**src/rtl/pipe_flow_ctrl_if.sv**
```systemverilog
// pipe_flow_ctrl_if
//   Handshake bundle between the hazard unit / datapath (master) and the
//   pipeline flow controller (slave).
//   master drives : npipe_stall, *_FLUSH, pc_WEN, dpif_ihit, dpif_dhit,
//                   id_Halt, id_DataRead, id_DataWrite, ex_branch_taken, ex_jump
//   slave drives  : *_WEN, stage_valid, flushes, npc_change, exmem_datarequest,
//                   idex_Halt, dpif_halt, retired_count, stall_count
//   Stage-indexed vectors use [0:3] = {ifid, idex, exmem, memwb}.
interface pipe_flow_ctrl_if;
  typedef struct packed {
    logic ifid;
    logic idex;
    logic exmem;
    logic memwb;
  } pipe_stall_t;

  pipe_stall_t npipe_stall;
  logic        ifid_FLUSH;
  logic        idex_FLUSH;
  logic        exmem_FLUSH;
  logic        memwb_FLUSH;
  logic        pc_WEN;
  logic        dpif_ihit;
  logic        dpif_dhit;
  logic        id_Halt;
  logic        id_DataRead;
  logic        id_DataWrite;
  logic        ex_branch_taken;
  logic        ex_jump;

  logic        ifid_WEN;
  logic        idex_WEN;
  logic        exmem_WEN;
  logic        memwb_WEN;
  logic [0:3]  stage_valid;
  logic [0:3]  flushes;
  logic        npc_change;
  logic        exmem_datarequest;
  logic        idex_Halt;
  logic        dpif_halt;
  logic [31:0] retired_count;
  logic [31:0] stall_count;

  modport master (
    output npipe_stall, ifid_FLUSH, idex_FLUSH, exmem_FLUSH, memwb_FLUSH,
    output pc_WEN, dpif_ihit, dpif_dhit, id_Halt, id_DataRead, id_DataWrite,
    output ex_branch_taken, ex_jump,
    input  ifid_WEN, idex_WEN, exmem_WEN, memwb_WEN, stage_valid, flushes,
    input  npc_change, exmem_datarequest, idex_Halt, dpif_halt,
    input  retired_count, stall_count
  );

  modport slave (
    input  npipe_stall, ifid_FLUSH, idex_FLUSH, exmem_FLUSH, memwb_FLUSH,
    input  pc_WEN, dpif_ihit, dpif_dhit, id_Halt, id_DataRead, id_DataWrite,
    input  ex_branch_taken, ex_jump,
    output ifid_WEN, idex_WEN, exmem_WEN, memwb_WEN, stage_valid, flushes,
    output npc_change, exmem_datarequest, idex_Halt, dpif_halt,
    output retired_count, stall_count
  );
endinterface

```
**src/rtl/pipe_flow_ctrl.sv**
```systemverilog
// pipe_flow_ctrl
//   Applies hazard-unit stall/flush commands to the four pipeline latches,
//   tracks {valid, halt, rd, wr} per latch, and from that state produces the
//   redirect/flush requests, the data-memory request, the halt drain FSM and
//   the retired / stall-cycle performance counters.
//   Ports: CLK (rising edge), RST (async, active-high), bus (slave modport of
//   pipe_flow_ctrl_if carrying every handshake signal).
module pipe_flow_ctrl (
  input  logic             CLK,
  input  logic             RST,
  pipe_flow_ctrl_if.slave  bus
);
  typedef enum logic [1:0] {S_RUN = 2'd0, S_DRAIN = 2'd1, S_HALTED = 2'd2} state_t;

  function automatic logic [31:0] sat_inc(input logic [31:0] v, input logic en);
    if (en && (v != 32'hFFFF_FFFF)) return v + 32'd1;
    return v;
  endfunction

  state_t      state_q, state_d;
  logic [0:3]  valid_q, valid_d;
  logic [0:3]  halt_q, halt_d;
  logic [0:3]  rd_q, rd_d;
  logic [0:3]  wr_q, wr_d;
  logic        done_q, done_d;
  logic [31:0] retired_count_q, retired_count_d;
  logic [31:0] stall_count_q, stall_count_d;

  logic        run_en, fetch_en, halted;
  logic [0:3]  stall_v, flush_v, wen_v;
  logic [0:3]  up_valid, up_halt, up_rd, up_wr;
  logic        redirect, dreq, halt_enter, halt_flushed, retire_inc;

  // IF/ID decode bits are supplied live by id_*, and nothing consumes the
  // MEM/WB memory-op bits; they are kept so every stage carries the same record.
  logic        unused_bits;
  assign unused_bits = ^{halt_q[0], rd_q[0], wr_q[0], rd_q[3], wr_q[3]};

  // FSM output process
  always_comb begin
    run_en   = (state_q != S_HALTED);
    fetch_en = (state_q == S_RUN);
    halted   = (state_q == S_HALTED);
  end

  always_comb begin
    stall_v = bus.npipe_stall;
    flush_v = {bus.ifid_FLUSH, bus.idex_FLUSH, bus.exmem_FLUSH, bus.memwb_FLUSH};
    // A flush forces the latch open so the bubble is loaded even when stalled.
    wen_v   = {4{run_en}} & (~stall_v | flush_v);
  end

  always_comb begin
    up_valid = {fetch_en & bus.dpif_ihit & bus.pc_WEN, valid_q[0], valid_q[1], valid_q[2]};
    up_halt  = {1'b0, valid_q[0] & bus.id_Halt,      halt_q[1], halt_q[2]};
    up_rd    = {1'b0, valid_q[0] & bus.id_DataRead,  rd_q[1],   rd_q[2]};
    up_wr    = {1'b0, valid_q[0] & bus.id_DataWrite, wr_q[1],   wr_q[2]};
  end

  // A closed latch (stalled, or halted) keeps its record; an open one
  // either takes a bubble or the upstream record.
  always_comb begin
    valid_d = valid_q;
    halt_d  = halt_q;
    rd_d    = rd_q;
    wr_d    = wr_q;
    for (int i = 0; i < 4; i++) begin
      if (wen_v[i]) begin
        if (flush_v[i]) begin
          valid_d[i] = 1'b0;
          halt_d[i]  = 1'b0;
          rd_d[i]    = 1'b0;
          wr_d[i]    = 1'b0;
        end else begin
          valid_d[i] = up_valid[i];
          halt_d[i]  = up_halt[i];
          rd_d[i]    = up_rd[i];
          wr_d[i]    = up_wr[i];
        end
      end
    end
  end

  always_comb begin
    redirect = valid_q[1] & (bus.ex_branch_taken | bus.ex_jump);
    dreq     = valid_q[2] & (rd_q[2] | wr_q[2]) & ~done_q;
  end

  // done remembers that MEM already got its hit, so a stalled access is not
  // reissued; it is forgotten once EX/MEM takes a new record.
  always_comb begin
    done_d = done_q;
    if (flush_v[2] || wen_v[2]) done_d = 1'b0;
    else if (bus.dpif_dhit && dreq) done_d = 1'b1;
  end

  always_comb begin
    halt_enter   = valid_q[0] & bus.id_Halt & wen_v[1] & ~flush_v[1];
    halt_flushed = |(flush_v[1:3] & halt_q[1:3]);
  end

  // FSM next-state process
  always_comb begin
    state_d = state_q;
    case (state_q)
      S_RUN:    if (halt_enter) state_d = S_DRAIN;
      S_DRAIN: begin
        // A squashed halt (e.g. wrong-path) cancels the drain.
        if (halt_flushed)                  state_d = S_RUN;
        else if (valid_q[3] && halt_q[3])  state_d = S_HALTED;
      end
      S_HALTED: state_d = S_HALTED;
      default:  state_d = S_RUN;
    endcase
  end

  always_comb begin
    retire_inc      = valid_q[2] & wen_v[3] & ~flush_v[3] & ~stall_v[3];
    retired_count_d = sat_inc(retired_count_q, retire_inc);
    stall_count_d   = sat_inc(stall_count_q, run_en & (|stall_v));
  end

  // FSM state register and tracked state
  always_ff @(posedge CLK or posedge RST) begin
    if (RST) begin
      state_q         <= S_RUN;
      valid_q         <= '0;
      halt_q          <= '0;
      rd_q            <= '0;
      wr_q            <= '0;
      done_q          <= 1'b0;
      retired_count_q <= '0;
      stall_count_q   <= '0;
    end else begin
      state_q         <= state_d;
      valid_q         <= valid_d;
      halt_q          <= halt_d;
      rd_q            <= rd_d;
      wr_q            <= wr_d;
      done_q          <= done_d;
      retired_count_q <= retired_count_d;
      stall_count_q   <= stall_count_d;
    end
  end

  assign bus.ifid_WEN          = wen_v[0];
  assign bus.idex_WEN          = wen_v[1];
  assign bus.exmem_WEN         = wen_v[2];
  assign bus.memwb_WEN         = wen_v[3];
  assign bus.stage_valid       = valid_q;
  assign bus.flushes           = {redirect, redirect, 2'b00};
  assign bus.npc_change        = redirect;
  assign bus.exmem_datarequest = dreq;
  assign bus.idex_Halt         = valid_q[1] & halt_q[1];
  assign bus.dpif_halt         = halted;
  assign bus.retired_count     = retired_count_q;
  assign bus.stall_count       = stall_count_q;
endmodule

```
**src/flat_wrapper.sv**
```systemverilog
// flat-port wrapper written by rule: the top's interface ports become plain ports
module pipe_flow_ctrl_flat 
  (CLK, RST, bus_npipe_stall, bus_ifid_FLUSH, bus_idex_FLUSH, bus_exmem_FLUSH, bus_memwb_FLUSH, bus_pc_WEN, bus_dpif_ihit, bus_dpif_dhit, bus_id_Halt, bus_id_DataRead, bus_id_DataWrite, bus_ex_branch_taken, bus_ex_jump, bus_ifid_WEN, bus_idex_WEN, bus_exmem_WEN, bus_memwb_WEN, bus_stage_valid, bus_flushes, bus_npc_change, bus_exmem_datarequest, bus_idex_Halt, bus_dpif_halt, bus_retired_count, bus_stall_count);
  pipe_flow_ctrl_if bus_i ();
  input  logic CLK;
  input  logic RST;
  input wire logic [$bits(bus_i.npipe_stall)-1:0] bus_npipe_stall;
  input wire logic [$bits(bus_i.ifid_FLUSH)-1:0] bus_ifid_FLUSH;
  input wire logic [$bits(bus_i.idex_FLUSH)-1:0] bus_idex_FLUSH;
  input wire logic [$bits(bus_i.exmem_FLUSH)-1:0] bus_exmem_FLUSH;
  input wire logic [$bits(bus_i.memwb_FLUSH)-1:0] bus_memwb_FLUSH;
  input wire logic [$bits(bus_i.pc_WEN)-1:0] bus_pc_WEN;
  input wire logic [$bits(bus_i.dpif_ihit)-1:0] bus_dpif_ihit;
  input wire logic [$bits(bus_i.dpif_dhit)-1:0] bus_dpif_dhit;
  input wire logic [$bits(bus_i.id_Halt)-1:0] bus_id_Halt;
  input wire logic [$bits(bus_i.id_DataRead)-1:0] bus_id_DataRead;
  input wire logic [$bits(bus_i.id_DataWrite)-1:0] bus_id_DataWrite;
  input wire logic [$bits(bus_i.ex_branch_taken)-1:0] bus_ex_branch_taken;
  input wire logic [$bits(bus_i.ex_jump)-1:0] bus_ex_jump;
  output wire logic [$bits(bus_i.ifid_WEN)-1:0] bus_ifid_WEN;
  output wire logic [$bits(bus_i.idex_WEN)-1:0] bus_idex_WEN;
  output wire logic [$bits(bus_i.exmem_WEN)-1:0] bus_exmem_WEN;
  output wire logic [$bits(bus_i.memwb_WEN)-1:0] bus_memwb_WEN;
  output wire logic [$bits(bus_i.stage_valid)-1:0] bus_stage_valid;
  output wire logic [$bits(bus_i.flushes)-1:0] bus_flushes;
  output wire logic [$bits(bus_i.npc_change)-1:0] bus_npc_change;
  output wire logic [$bits(bus_i.exmem_datarequest)-1:0] bus_exmem_datarequest;
  output wire logic [$bits(bus_i.idex_Halt)-1:0] bus_idex_Halt;
  output wire logic [$bits(bus_i.dpif_halt)-1:0] bus_dpif_halt;
  output wire logic [$bits(bus_i.retired_count)-1:0] bus_retired_count;
  output wire logic [$bits(bus_i.stall_count)-1:0] bus_stall_count;
  assign bus_i.npipe_stall = bus_npipe_stall;
  assign bus_i.ifid_FLUSH = bus_ifid_FLUSH;
  assign bus_i.idex_FLUSH = bus_idex_FLUSH;
  assign bus_i.exmem_FLUSH = bus_exmem_FLUSH;
  assign bus_i.memwb_FLUSH = bus_memwb_FLUSH;
  assign bus_i.pc_WEN = bus_pc_WEN;
  assign bus_i.dpif_ihit = bus_dpif_ihit;
  assign bus_i.dpif_dhit = bus_dpif_dhit;
  assign bus_i.id_Halt = bus_id_Halt;
  assign bus_i.id_DataRead = bus_id_DataRead;
  assign bus_i.id_DataWrite = bus_id_DataWrite;
  assign bus_i.ex_branch_taken = bus_ex_branch_taken;
  assign bus_i.ex_jump = bus_ex_jump;
  assign bus_ifid_WEN = bus_i.ifid_WEN;
  assign bus_idex_WEN = bus_i.idex_WEN;
  assign bus_exmem_WEN = bus_i.exmem_WEN;
  assign bus_memwb_WEN = bus_i.memwb_WEN;
  assign bus_stage_valid = bus_i.stage_valid;
  assign bus_flushes = bus_i.flushes;
  assign bus_npc_change = bus_i.npc_change;
  assign bus_exmem_datarequest = bus_i.exmem_datarequest;
  assign bus_idex_Halt = bus_i.idex_Halt;
  assign bus_dpif_halt = bus_i.dpif_halt;
  assign bus_retired_count = bus_i.retired_count;
  assign bus_stall_count = bus_i.stall_count;
  pipe_flow_ctrl u_core (.CLK(CLK), .RST(RST), .bus(bus_i));
endmodule
```
**config.mk**
```make
export PLATFORM = sky130hd
export DESIGN_NAME = pipe_flow_ctrl_flat
export DESIGN_NICKNAME = d
export VERILOG_FILES = /design/src/rtl/pipe_flow_ctrl_if.sv /design/src/rtl/pipe_flow_ctrl.sv /design/src/flat_wrapper.sv
export SDC_FILE = /design/constraint.sdc
export NUM_CORES = 1
export LEC_CHECK = 0
export CAP_MARGIN = 10
export CORE_ASPECT_RATIO = 1.4
export CORE_MARGIN = 2
export CORE_UTILIZATION = 40
export CTS_CLUSTER_DIAMETER = 100
export DETAILED_ROUTE_END_ITERATION = 8
export PLACE_DENSITY_LB_ADDON = 0.3
export REMOVE_ABC_BUFFERS = 1
export SETUP_SLACK_MARGIN = 0.15
export SYNTH_ARGS = -nofsm -noshare
export SYNTH_HDL_FRONTEND = slang
export SYNTH_SLANG_ARGS = --single-unit
export TNS_END_PERCENT = 30
```
**constraint.sdc**
```tcl
create_clock -name CLK -period 4.1 [get_ports CLK]
set_clock_uncertainty 0.1 [all_clocks]
set_input_delay 0.41 -clock CLK [delete_from_list [all_inputs] [get_ports CLK]]
set_output_delay 0.41 -clock CLK [all_outputs]
set_load 0.1 [all_outputs]
```
==> results of run 1 <==
-- Yosys cell counts (all sizes together), types with 3 or more instances --
master,instances
a21oi,9
a31oi,3
and3,8
and4,8
buf,11
dfrtp,78
inv,20
mux2,7
nand2,26
nand3,35
nand4,19
nor2,29
nor3,22
nor4,14
o211ai,4
o21a,3
o21ai,9
or4,3
xnor2,20
xor2,34
-- metrics by stage --
step | total power, mW | worst slack (ns)
6_report | 3.12 | 1.26
5_1_grt | 3.24 | 1.19
3_5_place_dp | 2.37 | 1.32
3_3_place_gp | 2.37 | 1.34
2_1_floorplan | 2.04 | 0.526
4_1_cts | 3.14 | 1.23
-- flip-flops by register name, indices dropped and copies added (netlist names) --
signal                    cells
u_core.bus.retired_count     32
u_core.done_q                 1
u_core.halt_q                 3
u_core.state_q                2
u_core.bus.stage_valid        4
u_core.rd_q                   2
u_core.bus.stall_count       32
u_core.wr_q                   2
-- worst reg2reg max path, delay by kind of cell, from the launching register on --
family	cells	cell delay (ns)
DFF	1	0.47
muxes	1	0.31
and+or+nand+nor	4	1.47
-- kinds of logic (layout without fill, tap and decap cells) --
kind of cell	Yosys count	count (layout)
other	1	2
flip-flops	78	78
AND/OR/NAND/NOR	177	177
adder cells (fa/ha/maj)	2	2
multiplexers	7	7
XOR/XNOR	54	54
AO/OA/AOI/OAI	38	38
buffers and inverters	33	132
-- layout make-up --
cell class	count	area [µm²]	share of cell area, %
Inverter	20	77.6	1.47
Timing Repair Buffer	96	951	18.1
Clock buffer	16	282	5.35
Sequential cell	78	1950	37.1
Tap cell	132	165	3.14
Multi-Input combinational cell	280	1830	34.8
-- per-layer routing --
metal / share of wire, % / vias to the layer above
li1: - / 1576
met1: 42 / 1591
met2: 50 / 97
met3: 5.1 / 21
met4: 2.6 / 0
met5: 0 / -
-- layout by cell type, fill, tap and decap left out, types with 2 or more instances in the layout --
cell type        instances
conb_1                   2
a41oi_1                  2
nand2_1                 26
and4_1                   8
clkbuf_1                 4
xor2_1                  34
a21oi_1                  9
buf_4                    4
nor3_1                  22
o211ai_1                 4
clkbuf_8                 3
nor2_1                  29
nor3b_1                  2
xnor2_2                  2
ha_1                     2
and3_1                   7
clkbuf_16                9
a31oi_1                  3
mux2_2                   7
o31ai_1                  2
xnor2_1                 18
nand3_1                 35
inv_1                   18
dfrtp_1                 78
o21ai_0                  9
nor4_1                  13
nand4_1                 18
nor2b_1                  2
clkdlybuf4s50_1         92
o21a_1                   3
or4_4                    3
-- path summary, 6_finish.rpt --
check,slack [ns],from,depth (start not counted),to
min in group asynchronous,0.60,RST,3,u_core.bus.stall_count[24]
worst min register to register,0.40,u_core.bus.stall_count[31],1,u_core.bus.stall_count[31]
worst max-delay path,1.26,u_core.state_q[0],4,bus_ifid_WEN
worst min-delay path,0.40,u_core.bus.stall_count[31],1,u_core.bus.stall_count[31]
worst max register to register,1.63,u_core.bus.retired_count[9],5,u_core.bus.retired_count[1]
max in group asynchronous,2.68,RST,3,u_core.wr_q[2]
-- power by group --
| part | switching, mW | internal, mW |
|---|---|---|
| Clock | 0.299 | 0.461 |
| Sequential | 0.143 | 0.868 |
| Combinational | 1.04 | 0.316 |
| Total | 1.48 | 1.64 |
==> impl_metrics.yaml, run 1 <==
global_route:
  grt_pass1_wl_um: 15700
  grtUsageMet2_pct: 29.8
  grt_pass1_vias: 3357
  antenna_found_initial: 0
  gr-total-overflow: 0
  use_met1_pct: 22.9
  track_usage_pct: 18.8
  grt_use_met3_pct: 4.83
  grt_max_degree: 79
  busiest_layer: "met2"
cts:
  cts-resized-gates: 0
  cts_tree: "built"
  cts.sinks: 78
  worstSkewPairLatency_ns: 0.34
  clkSlewWorstSetupHoldPaths_ns: 0.06
  cts_made_buffers: 9
  htree_levels: 3
  cts_setup_buffers: 0
  hold_buffers: 0
  clockBufferDepth: 2
  root_buffer: "clkbuf_16"
placement:
  place_area_mm2: 0.00498
  io_buffers: 95
  gp_congestion: 0.841
  hpwl_um: 6860
  post-place-cells: 606
logic_synthesis:
  syn_area_mm2: 0.00394
  yosysTopAreaCell: "dfrtp_1"
  yosys_register_bits: 78
  synth_cell_types: 50
  synth.area.mux_share_pct: 2.00
  synthAdderAreaFrac_pct: 0.635
  ys.flop_type: "dfrtp_1"
  synth_warnings: 0
  syn_inst: 390
  yosys.area_share.simple_pct: 25.0
  yosysSeqAreaShare_pct: 49.5
  synth-edff-count: 0
  synth.area.top_cells: "dfrtp_1, xor2_1, nand3_1, xnor2_1, nand4_1"
  syn-mean-instance-area_um2: 10.1
  netlist.area_leader.share_pct: 49.5
  synth_compound_area_share_pct: 6.25
  synth_top_family_by_area: "simple AND/OR/NAND/NOR gates"
  synth_xor_area_share_pct: 12.4
  ys_async_sr_fraction_pct: 100
setup_path:
  max_stage_delay_ns: 1.16
  cp-end-kind: "output pin"
  cp.arrival_ns: 2.33
  cpLargestDelayFamily: "buffers and inverters"
  critPathBufInv: 2
  path_cells: "nand2b_4 -> inv_4 -> a21oi_1 -> clkdlybuf4s50_1"
  cp-start-kind: "register"
  cp_data_required_time_ns: 3.59
  critical_path_class: "register to output pin"
  cp_max_fo: 8
  cpMaxStageDelayCell: "clkdlybuf4s50_1"
timing:
  rsz0062_at_grt: "no"
  drv_slew: 0
  hold_slack_ns: 0.400
  worst_pin_slew_ns: 1.00
  clock.fmax_ghz: 0.352
  finalCritPeriodShare_pct: 69.4
  setup_tns_ns: 0
  finalSetupViolCount: 0
  slew_headroom_pct: 33.1
  fin_crit_ns: 2.84
  hold_violations: 0
flow_run:
  drv_cap: 0
cells_and_area:
  drive_above_1_share_pct: 7.96
  diodes: 0
  fillers: 878
  fin_util_pct: 55.3
  nNetsFinal: 505
  area_delta_synth_final_pct: 33.4
  fin_cells: 622
  stdcell_area_mm2: 0.00526
routing:
  wl_um: 9590
  first_pass_iters: 4
  vias: 3285
  drc: 0
  routedWlPerCell_um: 15.4
  first_iter_violations: 145
  drtAntennaViolNets: 0
  viasPerCell: 5.28
die:
  num_io_pins: 98
  fp.dieH_um: 121
  core_region_area_mm2: 0.00951
  die_w_um: 87.9
  die_area_mm2: 0.0107
  initial_core_util_pct: 41.4
  rows: 42
run_status:
  outcome: "complete, no violations"
power_and_ir_drop:
  p_leak_nw: 2.21
  power_density_mw_per_mm2: 594
  irDropWorstVdd_mv: 0.472
worst_hold_path:
  hold_path.class: "register to register"
(Power assumes the default switching activity.)
==> run 2: changes to the inputs <==
- clock period: 4.1 -> 2.3 ns (I/O delays scaled with it)
==> run 2 against run 1 <==
Non-clock buffer count grew 33. Flip-flop and latch count is the same. First-iteration DRC count shrank 0.69%. Hold slack lost 0.19 ns. Core utilization grew 2.1 points. Critical path type is now register to register. Largest power group unchanged.
==> impl_metrics.yaml, run 2 (synthesized netlist as in run 1, its figures left out) <==
power_and_ir_drop:
  p_leak_nw: 2.49
  power_density_mw_per_mm2: 1050
  irDropWorstVdd_mv: 0.967
cts:
  root_buffer: "clkbuf_16"
  cts.sinks: 78
  cts_tree: "built"
  cts_made_buffers: 9
  worstSkewPairLatency_ns: 0.33
  clkSlewWorstSetupHoldPaths_ns: 0.06
  clockBufferDepth: 2
  hold_buffers: 0
  htree_levels: 3
placement:
  hpwl_um: 7370
  io_buffers: 95
  gp_congestion: 0.830
  post-place-cells: 638
cells_and_area:
  final_common_cell: "buf_4"
  final_cell_mix: "buf_4, dfrtp_1, nand3_1"
  fillers: 850
  fin_util_pct: 57.4
  fin_cells: 653
  area_delta_synth_final_pct: 38.4
  diodes: 0
  drive_above_1_share_pct: 29.0
  nNetsFinal: 538
routing:
  dr_wl_met2_um: 5460
  first_iter_violations: 144
  viasPerCell: 5.21
  first_pass_iters: 4
  drc: 0
  wl_met1_um: 3970
  wl_um: 10100
  highest_layer: "met4"
  dr_wl_met3_um: 425
  routedWlPerCell_um: 15.4
  drtAntennaViolNets: 0
  vias: 3400
die:
  die_area_mm2: 0.0107
  core_region_area_mm2: 0.00951
  rows: 42
  die_w_um: 87.9
  initial_core_util_pct: 41.4
  num_io_pins: 98
  fp.dieH_um: 121
timing:
  finalSetupViolCount: 0
  clock.fmax_ghz: 0.465
  fin_crit_ns: 2.15
  hold_slack_ns: 0.209
  drv_slew: 0
  rsz0062_at_grt: "yes"
  hold_violations: 0
  slew_headroom_pct: 64.6
  finalCritPeriodShare_pct: 93.4
  worst_pin_slew_ns: 0.527
worst_hold_path:
  hold_path.class: "input pin to async pin"
setup_path:
  cp-end-kind: "register"
  cp-start-kind: "register"
  startpoint: "u_core.bus.stall_count[1]"
  cp_max_fo: 5
  cp.arrival_ns: 2.27
  critical_path_class: "register to register"
  cp_data_required_time_ns: 2.42
  timing.rr.start: "u_core.bus.stall_count[1]"
global_route:
  grt_pass1_vias: 3411
  track_usage_pct: 19.6
  grt_max_degree: 79
  grt_pass1_wl_um: 16300
  antenna_found_initial: 0
  gr-total-overflow: 0
run_status:
  outcome: "complete, no violations"
flow_run:
  drv_cap: 0
run 2: path summary, 6_finish.rpt:
| check | to | slack (ns) | cells past startpoint |
|---|---|---|---|
| max | u_core.bus.stall_count[17] | 0.15 | 7 |
| min | u_core.bus.stall_count[23] | 0.21 | 3 |
| max reg2reg | u_core.bus.stall_count[17] | 0.15 | 7 |
| min reg2reg | u_core.bus.retired_count[5] | 0.41 | 1 |
| max in group asynchronous | u_core.state_q[1] | 1.59 | 3 |
| min in group CLK | u_core.rd_q[1] | 0.37 | 3 |
run 2: worst max-delay path: stages (launching register included):
cell     delay, ns
dfrtp_1       0.42
ha_1          0.24
nand4_1       0.16
nor2_1        0.08
a31o_1        0.23
buf_4         0.16
or4_4         0.48
xnor2_2       0.14
run 2: stage by stage:
stage                     setup TNS [ns]  power, mW  instance area (µm²)  worst slack [ns]
final                                  0       5.74                 5460             0.152
after global routing                   0       5.96                 5460            0.0463
after CTS                              0       5.77                 5420             0.154
after detailed placement          -0.591       4.41                 5140           -0.0807
after global placement            -0.229       4.39                 5140           -0.0575
after floorplan                   -31.57       3.64                 3860             -1.09
run 2: layout make-up:
class                      instances  area, µm²  share of cell area [%]
multi-input combinational        280       1870                    34.2
clock inverter                     2       35.0                   0.642
tap                              132        165                    3.03
clock buffer                      12        236                    4.33
inverter                          20       77.6                    1.42
sequential                        78       1950                    35.8
timing repair buffer             129       1120                    20.6
run 2: where the power goes:
group / internal, mW / switching [mW]
Combinational: 0.684 / 1.96
Sequential: 1.55 / 0.200
Clock: 0.827 / 0.521
Total: 3.06 / 2.68
run 2: repair_timing:
item	in CTS	in global routing
gates resized for setup	1	5
pin swaps	0	1
endpoints found under the setup margin	2	37
setup buffers	0	1
endpoints found under the hold margin	0	0
run 2: metal layers:
metal | global-route usage [%] | up-vias
met5 | 0 | -
met4 | 8.37 | 0
met3 | 3.81 | 16
met2 | 33.8 | 80
met1 | 23.2 | 1665
li1 | - | 1639
